[config.mk]
export PLATFORM = sky130hd
export DESIGN_NAME = vpifo_task_scheduler
export DESIGN_NICKNAME = d
export VERILOG_FILES = /design/src/rtl/vpifo_pkg.sv /design/src/rtl/vpifo_task_scheduler_rr_arbiter.sv /design/src/rtl/vpifo_task_scheduler.sv
export SDC_FILE = /design/constraint.sdc
export NUM_CORES = 1
export LEC_CHECK = 0
export BUFFER_PORTS_ARGS = -buffer_cell sky130_fd_sc_hd__buf_2
export CORE_MARGIN = 5
export CORE_UTILIZATION = 39
export CTS_BUF_LIST = sky130_fd_sc_hd__clkbuf_2 sky130_fd_sc_hd__clkbuf_4 sky130_fd_sc_hd__clkbuf_8
export CTS_CLUSTER_SIZE = 24
export DETAILED_ROUTE_END_ITERATION = 10
export GPL_ROUTABILITY_DRIVEN = 1
export HOLD_SLACK_MARGIN = 0.06
export PLACE_DENSITY = 0.67
export SKIP_LAST_GASP = 1
export SLEW_MARGIN = 20
export SYNTH_ARGS = -nofsm -noshare
export SYNTH_HDL_FRONTEND = slang
export SYNTH_SLANG_ARGS = --single-unit
[constraint.sdc]
create_clock -name i_clk -period 2.7 [get_ports i_clk]
set_input_delay 0.81 -clock i_clk [delete_from_list [all_inputs] [get_ports i_clk]]
set_output_delay 0.81 -clock i_clk [all_outputs]
set_load 0.05 [all_outputs]
[src/rtl/vpifo_pkg.sv]
// Shared sizing helpers and tree-to-slot mapping for the vPIFO task scheduler.
package vpifo_pkg;

  // Index widths collapse to 1 bit when only one value exists.
  function automatic int unsigned clog2_min1(input int unsigned n);
    return (n > 1) ? $clog2(n) : 1;
  endfunction

  function automatic int unsigned data_width(input int unsigned ptw, input int unsigned mtw);
    return ptw + mtw;
  endfunction

  function automatic int unsigned cool_width(input int unsigned cooldown);
    return clog2_min1(cooldown + 1);
  endfunction

  function automatic int unsigned slot_of_tree(input int unsigned t, input int unsigned level);
    return t % level;
  endfunction

  function automatic int unsigned idx_of_tree(input int unsigned t, input int unsigned level);
    return t / level;
  endfunction

  function automatic int unsigned tree_of(input int unsigned k, input int unsigned r,
                                          input int unsigned level);
    return k * level + r;
  endfunction

endpackage

[src/rtl/vpifo_task_scheduler_rr_arbiter.sv]
// Rotating-priority arbiter: the first requester at or after ptr_i wins.
module rr_arbiter
  import vpifo_pkg::*;
#(
  parameter int unsigned N  = 2,
  localparam int unsigned PW = clog2_min1(N)
) (
  input  logic [N-1:0]  req_i,
  input  logic [PW-1:0] ptr_i,
  output logic [N-1:0]  gnt_o,
  output logic [PW-1:0] gnt_idx_o,
  output logic [PW-1:0] ptr_next_o,
  output logic          valid_o
);

  int unsigned k;
  logic        found;

  always_comb begin
    gnt_o      = '0;
    gnt_idx_o  = '0;
    ptr_next_o = ptr_i;
    found      = 1'b0;
    k          = 0;
    for (int unsigned i = 0; i < N; i++) begin
      k = (32'(ptr_i) + i) % N;
      if (!found && req_i[k]) begin
        found      = 1'b1;
        gnt_o[k]   = 1'b1;
        gnt_idx_o  = PW'(k);
        ptr_next_o = PW'((k + 1) % N);
      end
    end
    valid_o = found;
  end

endmodule

[src/rtl/vpifo_task_scheduler.sv]
// Admission scheduler: per-RPU round-robin over the trees rooted there, with ring-busy
// back-off and a per-tree pop cooldown.
module vpifo_task_scheduler
  import vpifo_pkg::*;
#(
  parameter int unsigned PTW      = 16,
  parameter int unsigned MTW      = 0,
  parameter int unsigned LEVEL    = 4,
  parameter int unsigned TREE_NUM = 8,
  parameter int unsigned COOLDOWN = LEVEL,
  localparam int unsigned DW = data_width(PTW, MTW),
  localparam int unsigned TW = clog2_min1(TREE_NUM)
) (
  input  logic                          i_clk,
  input  logic                          i_arst_n,
  input  logic [TREE_NUM-1:0]           i_req_valid,
  input  logic [TREE_NUM-1:0]           i_req_is_push,
  input  logic [TREE_NUM-1:0][DW-1:0]   i_req_data,
  output logic [TREE_NUM-1:0]           o_req_ready,
  input  logic [LEVEL-1:0]              i_slot_busy,
  output logic [LEVEL-1:0]              o_rpu_push,
  output logic [LEVEL-1:0]              o_rpu_pop,
  output logic [LEVEL-1:0][TW-1:0]      o_rpu_tree_id,
  output logic [LEVEL-1:0][DW-1:0]      o_rpu_push_data,
  output logic [TREE_NUM-1:0]           o_cooling
);

  localparam int unsigned K  = TREE_NUM / LEVEL;
  localparam int unsigned PW = clog2_min1(K);
  localparam int unsigned CW = cool_width(COOLDOWN);

  logic [LEVEL-1:0][PW-1:0]    ptr_q, ptr_d;
  logic [TREE_NUM-1:0][CW-1:0] cool_q, cool_d;
  logic [LEVEL-1:0]            push_q, push_d, pop_q, pop_d;
  logic [LEVEL-1:0][TW-1:0]    id_q, id_d;
  logic [LEVEL-1:0][DW-1:0]    data_q, data_d;

  logic [K-1:0]  slot_req [LEVEL];
  logic [K-1:0]  slot_gnt [LEVEL];
  logic [PW-1:0] slot_idx [LEVEL];
  logic [PW-1:0] slot_nxt [LEVEL];
  logic          slot_any [LEVEL];

  int unsigned t_req, t_gnt;

  // Reset gates eligibility so ready stays low while i_arst_n is asserted.
  always_comb begin
    t_req = 0;
    for (int unsigned r = 0; r < LEVEL; r++) begin
      slot_req[r] = '0;
      for (int unsigned k = 0; k < K; k++) begin
        t_req = tree_of(k, r, LEVEL);
        slot_req[r][k] = i_arst_n & i_req_valid[t_req] & (cool_q[t_req] == '0) &
                         ~i_slot_busy[r];
      end
    end
  end

  for (genvar r = 0; r < LEVEL; r++) begin : g_slot
    rr_arbiter #(
      .N (K)
    ) u_arb (
      .req_i      (slot_req[r]),
      .ptr_i      (ptr_q[r]),
      .gnt_o      (slot_gnt[r]),
      .gnt_idx_o  (slot_idx[r]),
      .ptr_next_o (slot_nxt[r]),
      .valid_o    (slot_any[r])
    );
  end

  always_comb begin
    o_req_ready = '0;
    ptr_d       = ptr_q;
    push_d      = '0;
    pop_d       = '0;
    id_d        = '0;
    data_d      = '1;
    t_gnt       = 0;
    for (int unsigned r = 0; r < LEVEL; r++) begin
      if (slot_any[r]) begin
        t_gnt              = tree_of(32'(slot_idx[r]), r, LEVEL);
        o_req_ready[t_gnt] = 1'b1;
        ptr_d[r]           = slot_nxt[r];
        id_d[r]            = TW'(t_gnt);
        push_d[r]          = i_req_is_push[t_gnt];
        pop_d[r]           = ~i_req_is_push[t_gnt];
        if (i_req_is_push[t_gnt]) data_d[r] = i_req_data[t_gnt];
      end
    end
  end

  always_comb begin
    cool_d = cool_q;
    for (int unsigned t = 0; t < TREE_NUM; t++) begin
      if (o_req_ready[t] && !i_req_is_push[t]) begin
        cool_d[t] = CW'(COOLDOWN);
      end else if (cool_q[t] != '0) begin
        cool_d[t] = cool_q[t] - 1'b1;
      end
      o_cooling[t] = (cool_q[t] != '0);
    end
  end

  always_ff @(posedge i_clk or negedge i_arst_n) begin
    if (!i_arst_n) begin
      ptr_q  <= '0;
      cool_q <= '0;
      push_q <= '0;
      pop_q  <= '0;
      id_q   <= '0;
      data_q <= '1;
    end else begin
      ptr_q  <= ptr_d;
      cool_q <= cool_d;
      push_q <= push_d;
      pop_q  <= pop_d;
      id_q   <= id_d;
      data_q <= data_d;
    end
  end

  assign o_rpu_push      = push_q;
  assign o_rpu_pop       = pop_q;
  assign o_rpu_tree_id   = id_q;
  assign o_rpu_push_data = data_q;

endmodule

==> results.txt <==
* Run status: finished, final reports clean
* Aggregate global routing overflow: 0
- Minimum clock period after layout: 2.61 ns
- VDD sags by at most 0.417 mV.
- Post-synthesis sequential area ratio: 56.2%
- Reg-to-reg setup timing slack: 0.72 ns
* Most frequent cell after synthesis: nand2_1
- Storage element area: 2760 sq um
- The number of antenna violations at the first check in global routing was 0.
- Setup violations remaining at the end of the flow were counted as 0.
- Buffers inserted to repair hold after CTS numbered 0.
- Count of state elements after synthesis: 107
* Number of unique standard cell types used by synthesis: 47
- Class of the tightest hold or removal check: in2async
- Arrival time at the worst endpoint: 1.80 ns
* Ordered list of cells on the worst path: buf_4 -> and2b_1 -> and3_1 -> nand2_1 -> inv_1 -> clkbuf_4
- The synthesized design contains 0 enable-type register cells.
* Total wire length: 13300 um
- Cell area after synthesis: 4910 sq um
- Global-route wire length before repair: 20500 um
* Vias in the first global route: 4346
- The clock drives 107 sinks.
- Ratio of cells with drive above 1 in the final layout: 50.3%
- Global routing used 17.3% of the available tracks across all layers.
- Crit path from: i_arst_n
* Skew-Pair Late Insertion Delay: 0.38 ns
- Final GP Congestion: 0.909
- Clock tree synthesis inserted a total of 9 buffers.
- Counting instances in the post-synthesis netlist gives the leading cell types as nand2_1 (120), dfstp_2 (64), nand3_1 (44).
- Via count normalized by instance count: 4.73
* Width of the die: 122 um
- Endpoint required time on the critical path: 1.89 ns
* Final Cycle Share: 96.8%
* WHS: 0.455 ns
- Synthesis-to-layout area growth: 35.9%
- Synthesis produced 478 cells.
- Category of the critical setup timing path: in2out
* Biggest fanout along the worst timing path: 9
* Placeable core region: 12500 sq um
* Antenna Nets Post-Route: 0
- During placement, the flow inserted port buffers numbering 245.
- The die covers 14900 sq um.
- Kind of launch point of the worst setup path: primary input
- Among all flip-flop cells after synthesis, the most frequent one is dfstp_2.
* Number of iterations in the first detailed-routing pass: 4
* Final Skew: 0.0151 ns
* Maximum operating frequency: 383 MHz
* Placement row count: 41
- H-tree Lvls: 3
- Once the floorplan was initialized, standard cells occupied 39.4% of the core.
- After synthesis, the share of flip-flops with an asynchronous set or reset is 100%.
* Clock tree from TritonCTS: built
- Net count reported at finish: 904
- The biggest area contributor in the post-synthesis netlist is dfstp_2.
* Largest net degree at the start of global routing: 45
- Hold Vio Cnt, Final: 0
- The top cell type by area accounts for 34.2% of the synthesized area.
* Static power due to leakage: 0.00319 uW
- Power spread over the standard cell area amounts to 751 nW/um^2.
* Synth warn: 0
* RSZ-0062 raised after global routing: true
- The root buffer cell chosen for the clock tree is clkbuf_8.
- The worst register-to-register path has a depth of 10.
* Clock Tree Buf Depth: 2
- Total chip power: 5010 uW
- Routed wire length per instance: 14.5 um
- The tool flagged a number of max-cap violations equal to 0.
* Final cell utilization of the core: 53.5%
- After routing, the total negative slack on setup checks comes to 0 ns.
- Post-Layout Cell Count: 915
- 0 antenna diodes ended up in the layout.
- Chip Height: 122 um
- Actual transition at the worst max-transition pin: 0.550 ns
- The largest single stage delay on the critical path is 0.26 ns.
* Vias: 4326
- Averaged over all synthesized cells, the footprint is 10.3 sq um.
* Pins Over Slew Limit: 0
* R2R Path Start: cool_q[9]
- Max stage delay cell, worst path: and2b_1
- The wire-length estimate of the detail-placed layout is 10600 um.
* Filler cell count in the final layout: 1166
- Number of placed instances with taps included: 897
* Synth area leaders: dfstp_2 (34%), dfrtp_1 (22%), nand2_1 (9.2%)
- DRC violations left: 0
- 250 I/O pins were placed.
* Clock transition at the registers of the reported paths: 0.09 ns
* Critical path endpoint category: primary output
- The first routing iteration left 159 violations.
* Relative slew slack: 63.3%
* Area of the multi-input gates: 1940 sq um
[what timing repair did]
item                       CTS  global route
setup endpoints to repair    2             6
setup buffers                0             2
gates resized for setup      2            15
[routing by layer]
layer	GRT usage, %	part of all wire [%]	routed length (um)
met3	3.41	6.4	850
met2	29.6	51	6720
met1	21.0	40	5350
met4	7.98	2.7	359
met5	0	0	0
[cell usage in the layout, fill, tap and decap left out, types with 4 or more instances in the layout]
| cell type | instances |
|---|---|
| buf_2 | 238 |
| conb_1 | 4 |
| inv_2 | 4 |
| and2b_1 | 4 |
| nor2b_1 | 9 |
| buf_4 | 28 |
| mux2i_1 | 21 |
| a211o_1 | 4 |
| nand3_1 | 44 |
| nand2b_1 | 4 |
| ha_1 | 16 |
| nand2_1 | 120 |
| inv_1 | 23 |
| nor2_1 | 27 |
| dfstp_2 | 64 |
| clkbuf_8 | 10 |
| and3_1 | 5 |
| dfrtp_1 | 43 |
| o21ai_0 | 5 |
| a211oi_1 | 7 |
| nand3_2 | 9 |
| nand4_1 | 4 |
| xnor2_1 | 8 |
[worst max-delay path, delay by kind of cell]
| kind | cells | cell delay [ns] |
|---|---|---|
| AND/OR/NAND/NOR | 3 | 0.54 |
| buffers and inverters | 3 | 0.45 |
[report_power, final]
group          internal (uW)  switching [uW]  total (uW)
clock network            556             540        1100
registers               1900             159        2060
logic                    724            1130        1850
[final cells by class]
type	instances	share of cell area (%)
multi-input combinational	322	29.0
inverter	28	1.57
sequential	107	41.3
clock inverter	5	1.14
timing repair buffer	270	21.6
clock buffer	11	2.17
tap	172	3.22
[kinds of logic (layout without fill, tap and decap cells)]
group                      after synthesis  in the layout  synth area share (%)
AOI/OAI and AO/OA                       33             33                  5.27
adders and majority gates               16             16                  4.08
buffers and inverters                   52            314                  5.40
muxes                                   21             21                  4.28
xor gates and xnor gates                 8              8                  1.43
DFF                                    107            107                  56.2
other                                    1              4                0.0764
and+or+nand+nor                        240            240                  23.3
[metrics by stage]
step                setup WS, ns  instance area, sq um
global route            -0.00268                  6680
detailed placement        0.0487                  6390
global placement          0.0902                  6390
floorplan                  0.149                  4930
CTS                       0.0135                  6620
finish                    0.0866                  6680
[sequential cells by signal (all words and copies together), names as in the netlist]
register / cells
o_rpu_push_data: 64
cool_q: 24
o_rpu_tree_id: 7
o_rpu_pop: 4
ptr_q: 4
o_rpu_push: 4
[worst paths after layout]
kind                                       end
max in group asynchronous  o_rpu_push_data[37]
min reg2reg                           ptr_q[3]
min                               o_rpu_pop[0]
max                             o_req_ready[3]
min in group i_clk                    ptr_q[3]
max reg2reg                o_rpu_push_data[48]
No activity file was read; power rests on OpenSTA's default activity.
